$ cat src/rtl/pipe_ctrl_pkg.sv
// Shared encodings for the pipeline controller: reset level, stall hold vectors, FSM states.
package pipe_ctrl_pkg;
    localparam logic        RstEnable = 1'b1;
    localparam logic [31:0] ZeroWord  = 32'h0000_0000;

    localparam logic [5:0] STALL_NONE = 6'b000000;
    localparam logic [5:0] STALL_ID   = 6'b000111;
    localparam logic [5:0] STALL_EX   = 6'b001111;
    localparam logic [5:0] STALL_MEM  = 6'b011111;

    typedef enum logic [1:0] {
        RUN     = 2'd0,
        STALLED = 2'd1,
        FLUSH   = 2'd2
    } state_e;

    // The latest requesting stage holds itself and everything upstream.
    function automatic logic [5:0] stall_vec(input logic id, input logic ex, input logic mem);
        if (mem)     return STALL_MEM;
        else if (ex) return STALL_EX;
        else if (id) return STALL_ID;
        else         return STALL_NONE;
    endfunction
endpackage

$ cat src/rtl/pipe_ctrl_perf.sv
// Saturating performance counters: total stalled cycles and number of flush pulses.
module pipe_ctrl_perf
    import pipe_ctrl_pkg::*;
(
    input  logic        clk,
    input  logic        rst,
    input  logic        stall_act_i,
    input  logic        flush_i,
    output logic [31:0] stall_cycles_o,
    output logic [15:0] flush_count_o
);
    logic [31:0] stall_cycles_q, stall_cycles_d;
    logic [15:0] flush_count_q, flush_count_d;

    always_comb begin
        stall_cycles_d = stall_cycles_q;
        flush_count_d  = flush_count_q;
        if (stall_act_i && stall_cycles_q != 32'hFFFF_FFFF) stall_cycles_d = stall_cycles_q + 32'd1;
        if (flush_i && flush_count_q != 16'hFFFF)           flush_count_d  = flush_count_q + 16'd1;
    end

    always_ff @(posedge clk) begin
        if (rst == RstEnable) begin
            stall_cycles_q <= ZeroWord;
            flush_count_q  <= 16'd0;
        end else begin
            stall_cycles_q <= stall_cycles_d;
            flush_count_q  <= flush_count_d;
        end
    end

    assign stall_cycles_o = stall_cycles_q;
    assign flush_count_o  = flush_count_q;
endmodule

$ cat src/rtl/pipe_ctrl.sv
// Pipeline stall/flush controller with a sticky stall watchdog.
// Define PIPE_CTRL_PERF_EN to add the stall-cycle and flush-count outputs.
module pipe_ctrl
    import pipe_ctrl_pkg::*;
#(
    parameter int unsigned STALL_TIMEOUT = 64
) (
    input  logic        clk,
    input  logic        rst,
    input  logic        stallreq_id,
    input  logic        stallreq_ex,
    input  logic        stallreq_mem,
    input  logic        flush_req,
    input  logic [31:0] flush_pc_i,
    output logic [5:0]  stall_o,
    output logic        flush_o,
    output logic [31:0] new_pc_o,
`ifdef PIPE_CTRL_PERF_EN
    output logic [31:0] stall_cycles_o,
    output logic [15:0] flush_count_o,
`endif
    output logic        timeout_o
);
    state_e      state_q, state_d;
    logic [31:0] pc_q, pc_d;
    logic [7:0]  cnt_q, cnt_d;
    logic        to_q, to_d;
    logic        any_stall;

    assign any_stall = stallreq_id | stallreq_ex | stallreq_mem;

    always_comb begin
        state_d = state_q;
        pc_d    = pc_q;
        stall_o = STALL_NONE;
        if (rst != RstEnable && !flush_req && state_q != FLUSH)
            stall_o = stall_vec(stallreq_id, stallreq_ex, stallreq_mem);

        case (state_q)
            RUN, STALLED: begin
                if (flush_req) begin
                    state_d = FLUSH;
                    pc_d    = flush_pc_i;
                end else if (any_stall) begin
                    state_d = STALLED;
                end else begin
                    state_d = RUN;
                end
            end
            // A request arriving during the pulse is dropped, not queued.
            FLUSH:   state_d = RUN;
            default: state_d = RUN;
        endcase

        if (stall_o != STALL_NONE) cnt_d = (cnt_q == 8'hFF) ? cnt_q : cnt_q + 8'd1;
        else                       cnt_d = 8'd0;
        to_d = to_q | ({24'd0, cnt_d} >= STALL_TIMEOUT);
    end

    always_ff @(posedge clk) begin
        if (rst == RstEnable) begin
            state_q <= RUN;
            pc_q    <= ZeroWord;
            cnt_q   <= 8'd0;
            to_q    <= 1'b0;
        end else begin
            state_q <= state_d;
            pc_q    <= pc_d;
            cnt_q   <= cnt_d;
            to_q    <= to_d;
        end
    end

    assign flush_o   = (state_q == FLUSH);
    assign new_pc_o  = pc_q;
    assign timeout_o = to_q;

`ifdef PIPE_CTRL_PERF_EN
    pipe_ctrl_perf u_perf (
        .clk            (clk),
        .rst            (rst),
        .stall_act_i    (stall_o != STALL_NONE),
        .flush_i        (flush_o),
        .stall_cycles_o (stall_cycles_o),
        .flush_count_o  (flush_count_o)
    );
`endif
endmodule

$ cat config.mk
export PLATFORM = sky130hd
export DESIGN_NAME = pipe_ctrl
export DESIGN_NICKNAME = d
export VERILOG_FILES = /design/src/rtl/pipe_ctrl_pkg.sv /design/src/rtl/pipe_ctrl_perf.sv /design/src/rtl/pipe_ctrl.sv
export SDC_FILE = /design/constraint.sdc
export NUM_CORES = 1
export LEC_CHECK = 0
export ABC_AREA = 1
export BUFFER_PORTS_ARGS = -buffer_cell sky130_fd_sc_hd__buf_2
export CORE_UTILIZATION = 41
export CTS_CLUSTER_SIZE = 24
export DETAILED_ROUTE_END_ITERATION = 8
export GPL_TIMING_DRIVEN = 0
export PLACE_DENSITY = 0.74
export SLEW_MARGIN = 20
export SYNTH_ARGS = -nofsm -noshare
export SYNTH_HDL_FRONTEND = slang
export SYNTH_SLANG_ARGS = --single-unit
export TNS_END_PERCENT = 20
$ cat constraint.sdc
create_clock -name clk -period 1.1 [get_ports clk]
set_input_delay 0 -clock clk [delete_from_list [all_inputs] [get_ports clk]]
set_output_delay 0 -clock clk [all_outputs]
set_load 0.03 [all_outputs]
# Word level (Yosys, flattened, before mapping)
# Index checks and enable logic that the tools add are counted.
[word_totals]
register_bits = 43
latch_bits = 0
mem_bits_rw = 0
romBits = 0
in_bits = 38
out_inout_bits = 40
word_cells = 33
n_memories = 0
[classes]
addsub = 1
multipliers = 0
div_mod_pow = 0
magnitude_cmp = 1
n_eq_ne = 4
shift = 0
mux = 8
bitwise_logic = 5
reduce_logical = 9
[op_table]
columns = ["op", "n"]
rows = [
  ["$mux 8", 2],
  ["$add 8x1->8 const B", 1],
  ["$eq 8x8->1 const B", 1],
  ["$ge 8x7->1 const B", 1],
  ["$mux 6", 1],
  ["$reduce_bool 6->1", 1],
  ["$mux 5", 1],
  ["$mux 4", 1],
  ["$reduce_or 2->1", 2],
  ["$mux 3", 1],
  ["$or 1x1->1", 3],
  ["$reduce_or 3->1", 1],
  ["$eq 2x1->1 const B", 1],
  ["$eq 2x2->1 const B", 1],
  ["$logic_and 1x1->1", 2],
  ["$logic_not 2->1", 1],
  ["$mux 2", 1],
  ["$ne 2x2->1 const B", 1],
  ["$not 1->1", 2],
  ["$reduce_and 2->1", 1],
  ["$logic_not 1->1", 1],
  ["$mux 1", 1],
]

# Longest topological paths before layout
[depth]
ltp_word = 8
depth_mapped = 9
mapped_depth_nobuf = 9

# Worst setup path after synthesis
# No wires, ideal clock.
[synth_path]
path_type = "reg2reg"
from = "register cnt_q[0]"
to = "register to_q (netlist: timeout_o)"
setup_ps = 126
t_arrival_ps = 1075
required_time_ps = 974
path_slack_ps = -100
stages_incl_launch_ff = 10
n_path_buf = 0
synth_period_minus_slack_ps = 1200
cell_sequence = "dfxtp_1 ha_1 nand2_1 inv_1 nand2_2 nand2_1 nand3_1 nand2_1 nor2_1 nor2_2"
[synth_between]
elab_chain_cells = 5
elab_cells_between_ends = 6
classes_between = "add/sub: 1; order compare: 1; eq/ne: 1; mux: 2; bitwise: 1"
[synth_rtl]
columns = ["element", "line", "source"]
rows = [
  ["start: declaration", "pipe_ctrl.sv:26", "logic [7:0] cnt_q, cnt_d;"],
  ["start signal: assignment", "pipe_ctrl.sv:69", "cnt_q <= cnt_d;"],
  ["$add 8x1->8 or $eq 8x8->1 (tied branches)", "pipe_ctrl.sv:55", "if (stall_o != STALL_NONE) cnt_d = (cnt_q == 8'hFF) ? cnt_q : cnt_q + 8'd1;"],
  ["$mux 8 * (2 in a row)", "pipe_ctrl.sv:55", ""],
  ["$ge 8x7->1 *", "pipe_ctrl.sv:57", "to_d = to_q | ({24'd0, cnt_d} >= STALL_TIMEOUT);"],
  ["$or 1x1->1 *", "pipe_ctrl.sv:57", ""],
  ["end signal: assignment", "pipe_ctrl.sv:70", "to_q <= to_d;"],
  ["end: declaration", "pipe_ctrl.sv:27", "logic to_q, to_d;"],
]
# Every way passes the cells marked *; elsewhere a longest branch is shown, timed or not.
# A chain may end at the register's enable or synchronous reset.

# Worst setup path in the final report
# Ends and elaborated chain as after synthesis.

==> impl_results.md <==
* Yosys Warn Count at 0
* R2r startpoint: cnt_q[0]$_SDFF_PP0_
* Most numerous cell in the Yosys netlist: nand2_1
* Fin nets at 383
* Worst min-delay path startpoint: stallreq_id
* Die area at 4440 sq um
* Dpl hpwl at 2720 microns
* Syn-to-layout area delta at 61.3%
* Max-cap viol count at 0
* Clock Path Buffers at 2
* DRC violations left at 0
* Final RePlAce weighted congestion at 0.780
* R2R Path End: timeout_o$_SDFF_PP0_
* Fin crit share at 106%
* Vias in the first global route at 1637
* Die Span X at 66.6 microns
* Clock tree from TritonCTS: done
* Critical Path Start Type: flip-flop
* Final TNS setup at -319 ps
* PnR worst setup slack at -69.9 ps
* Routed Antenna Nets at 0
* Family with the most delay on the worst path: simple AND/OR/NAND/NOR gates
* Final setup vio count at 7
* Worst stage delay on the critical path at 370 ps
* Worst-Skew Late Latency at 290 ps
* Vias per Instance at 4.59
* CP cell instances: inv_1 -> nor2_4 -> nand4_1 -> nand2_2 -> nor2_4 -> nor2_1 -> nor2_2
* Wire per inst at 11.7 microns
* CTS Buf Count at 5
* Cells after Synth at 222
* Syn Nets at 261
* RSZ-0062 raised after global routing: yes
* Pre-CTS setup slack at -142 ps
* Slowest stage cell, crit path: dfxtp_4
* Die Ht at 66.6 microns
* Total leakage power at 1.33 nW
* Synth Register Bits at 43
* Drt pass-1 iters at 4
* Fin. Hold Viols at 0
* Syn Std Cell Area at 1710 sq um
* WS Path Type: reg2reg
* Post-synth top area cell: dfxtp_1
* Top post-synthesis cells by area: dfxtp_1, nand2_1, a21oi_1
* First-pass GRT wire length at 6960 microns
* Worst reg-to-reg path cell count at 7
* Synth Flop Type: dfxtp_1
* Post-synth ARST share at 0%
* Ports at 78
* Via count at 1810
* Max Fclk at 855 MHz
* Gr usage total at 21.2%
* Clock slew at reported path FFs at 80 ps
* # rows at 23
* Clock skew at 5.20 ps
* Hold path endpoint: state_q[0]$_SDFF_PP0_
* Pin count of the biggest net entering global routing at 13
* Top cells by count, synth: nand2_1, dfxtp_1, a21oi_1
* CORE AREA at 4000 sq um
* Netlist cell types at 26
* Average cell area after synthesis at 7.72 sq um
* Critical path fanouts, max at 4
* Hold depth at 3
* HP Class: in2reg
* Crit path required time at 1270 ps
* Fin crit period at 1170 ps
* Pwr/cell area at 1270 nW/um^2
* Most used cell, CP: nor2_4
* Status: finished with violations
* Remaining global-route overflow at 0
* Port Buffer Count at 75
* Max IR drop VDD at 1.04 mV
* CTS HTree Levels at 2
* Antenna diodes at 0
* Fill count at 315
* Critical Path AT at 1340 ps
* Antenna violations before repair at 0
* Area fraction of the dominant cell type after synthesis at 50.3%
* Worst Path Buf+Inv at 1
* Initial Util at 42.8%
* CP Capture Type: flip-flop
* Root buf cell: clkbuf_8
* Seq/Total Area, Yosys at 50.3%
* DR iter-0 viols at 66
* Fin. max-slew vios at 0
* CTS Sinks at 43
* WL final at 4630 microns
* Failing checks: setup timing
* EDFF count, synth at 0
* Layout cells sized above 1 at 37.5%
* Reg2reg setup slack at -70 ps
==> cells by family after synthesis <==
kind of cell | share of synthesized area (%)
AOI/OAI and AO/OA | 11.9
DFF | 50.3
xor gates and xnor gates | 0.511
other | 0.219
buffers and inverters | 8.55
and+or+nand+nor | 27.8
adders and majority gates | 0.730
==> routing by layer <==
layer | part of all wire, % | GRT usage, % | vias to the layer above
met1 | 43 | 24.4 | 825
met5 | 0 | 0 | -
met3 | 3.5 | 6.85 | 4
li1 | - | - | 934
met4 | 0.73 | 7.71 | 0
met2 | 53 | 36.4 | 47
==> worst max-delay path by stage <==
stage	start	end	slack [ps]	cells after the start
finish	cnt_q[0]$_SDFF_PP0_	timeout_o$_SDFF_PP0_	-70	7
global route	cnt_q[1]$_SDFF_PP0_	cnt_q[2]$_SDFF_PP0_	-130	9
CTS	state_q[0]$_SDFF_PP0_	stall_o[2]	-60	6
detailed placement	cnt_q[2]$_SDFF_PP0_	timeout_o$_SDFF_PP0_	-140	7
global placement	cnt_q[2]$_SDFF_PP0_	timeout_o$_SDFF_PP0_	-120	7
floorplan	cnt_q[2]$_SDFF_PP0_	timeout_o$_SDFF_PP0_	1	7
==> registers in the layout, indices dropped and copies added (netlist names) <==
name and cells:
timeout_o 1, cnt_q 8, new_pc_o 32, state_q 2
==> repair_timing <==
| item | 4_1_cts | 5_1_grt |
|---|---|---|
| endpoints found under the setup margin | 12 | 44 |
| hold buffers | 34 | 0 |
| pin swaps | 7 | 3 |
| gates resized for setup | 19 | 18 |
| hold endpoints to repair | 33 | 0 |
| buffers inserted | 4 | 2 |
==> worst min-delay path: stages <==
cell,delay [ps]
buf_2,80
nor3_2,70
nor4_1,150
==> where the power goes <==
part | internal [W] | leakage [nW] | switching (W)
registers | 0.00163 | 0.357 | 0.0000396
logic | 0.000295 | 0.919 | 0.000389
clock network | 0.000665 | 0.0513 | 0.000496
total | 0.00259 | 1.33 | 0.000925
==> metrics by stage <==
stage	hold WS, ps	instance area [sq um]	std cells	util, %	power [W]
after floorplan	78.5	1740	222	-	0.00206
after global placement	214	2180	347	54.4	0.00224
after detailed placement	220	2180	347	54.4	0.00225
after CTS	91.9	2710	392	67.7	0.00352
after global routing	89.1	2760	394	69.1	0.00367
final	80.8	2760	394	69.1	0.00351
==> area by class of cell <==
| class | count | area, sq um | share of cell area (%) |
|---|---|---|---|
| clock buffers | 6 | 72.6 | 2.63 |
| repair buffers | 115 | 792 | 28.7 |
| flip-flops and latches | 43 | 876 | 31.7 |
| inverters | 17 | 66.3 | 2.40 |
| well taps | 50 | 62.6 | 2.26 |
| multi-input cells | 149 | 754 | 27.3 |
| clock inverters | 1 | 30.0 | 1.09 |
| plain buffers | 13 | 109 | 3.94 |
==> placed cells by master, fill, tap and decap left out, types with 2 or more instances in the layout <==
cell,instances
nand2_4,3
dfxtp_1,35
dfxtp_2,6
buf_6,11
inv_2,4
clkbuf_4,2
buf_4,8
dlygate4sd3_1,34
a21oi_1,34
nor2_2,2
nor2_1,13
inv_1,12
nand3_1,2
nor2_4,5
nand2_1,72
nand2_2,4
o21ai_0,2
buf_2,70
clkbuf_1,4
clkbuf_8,5
dfxtp_4,2
No activity file was read; power rests on OpenSTA's default activity.
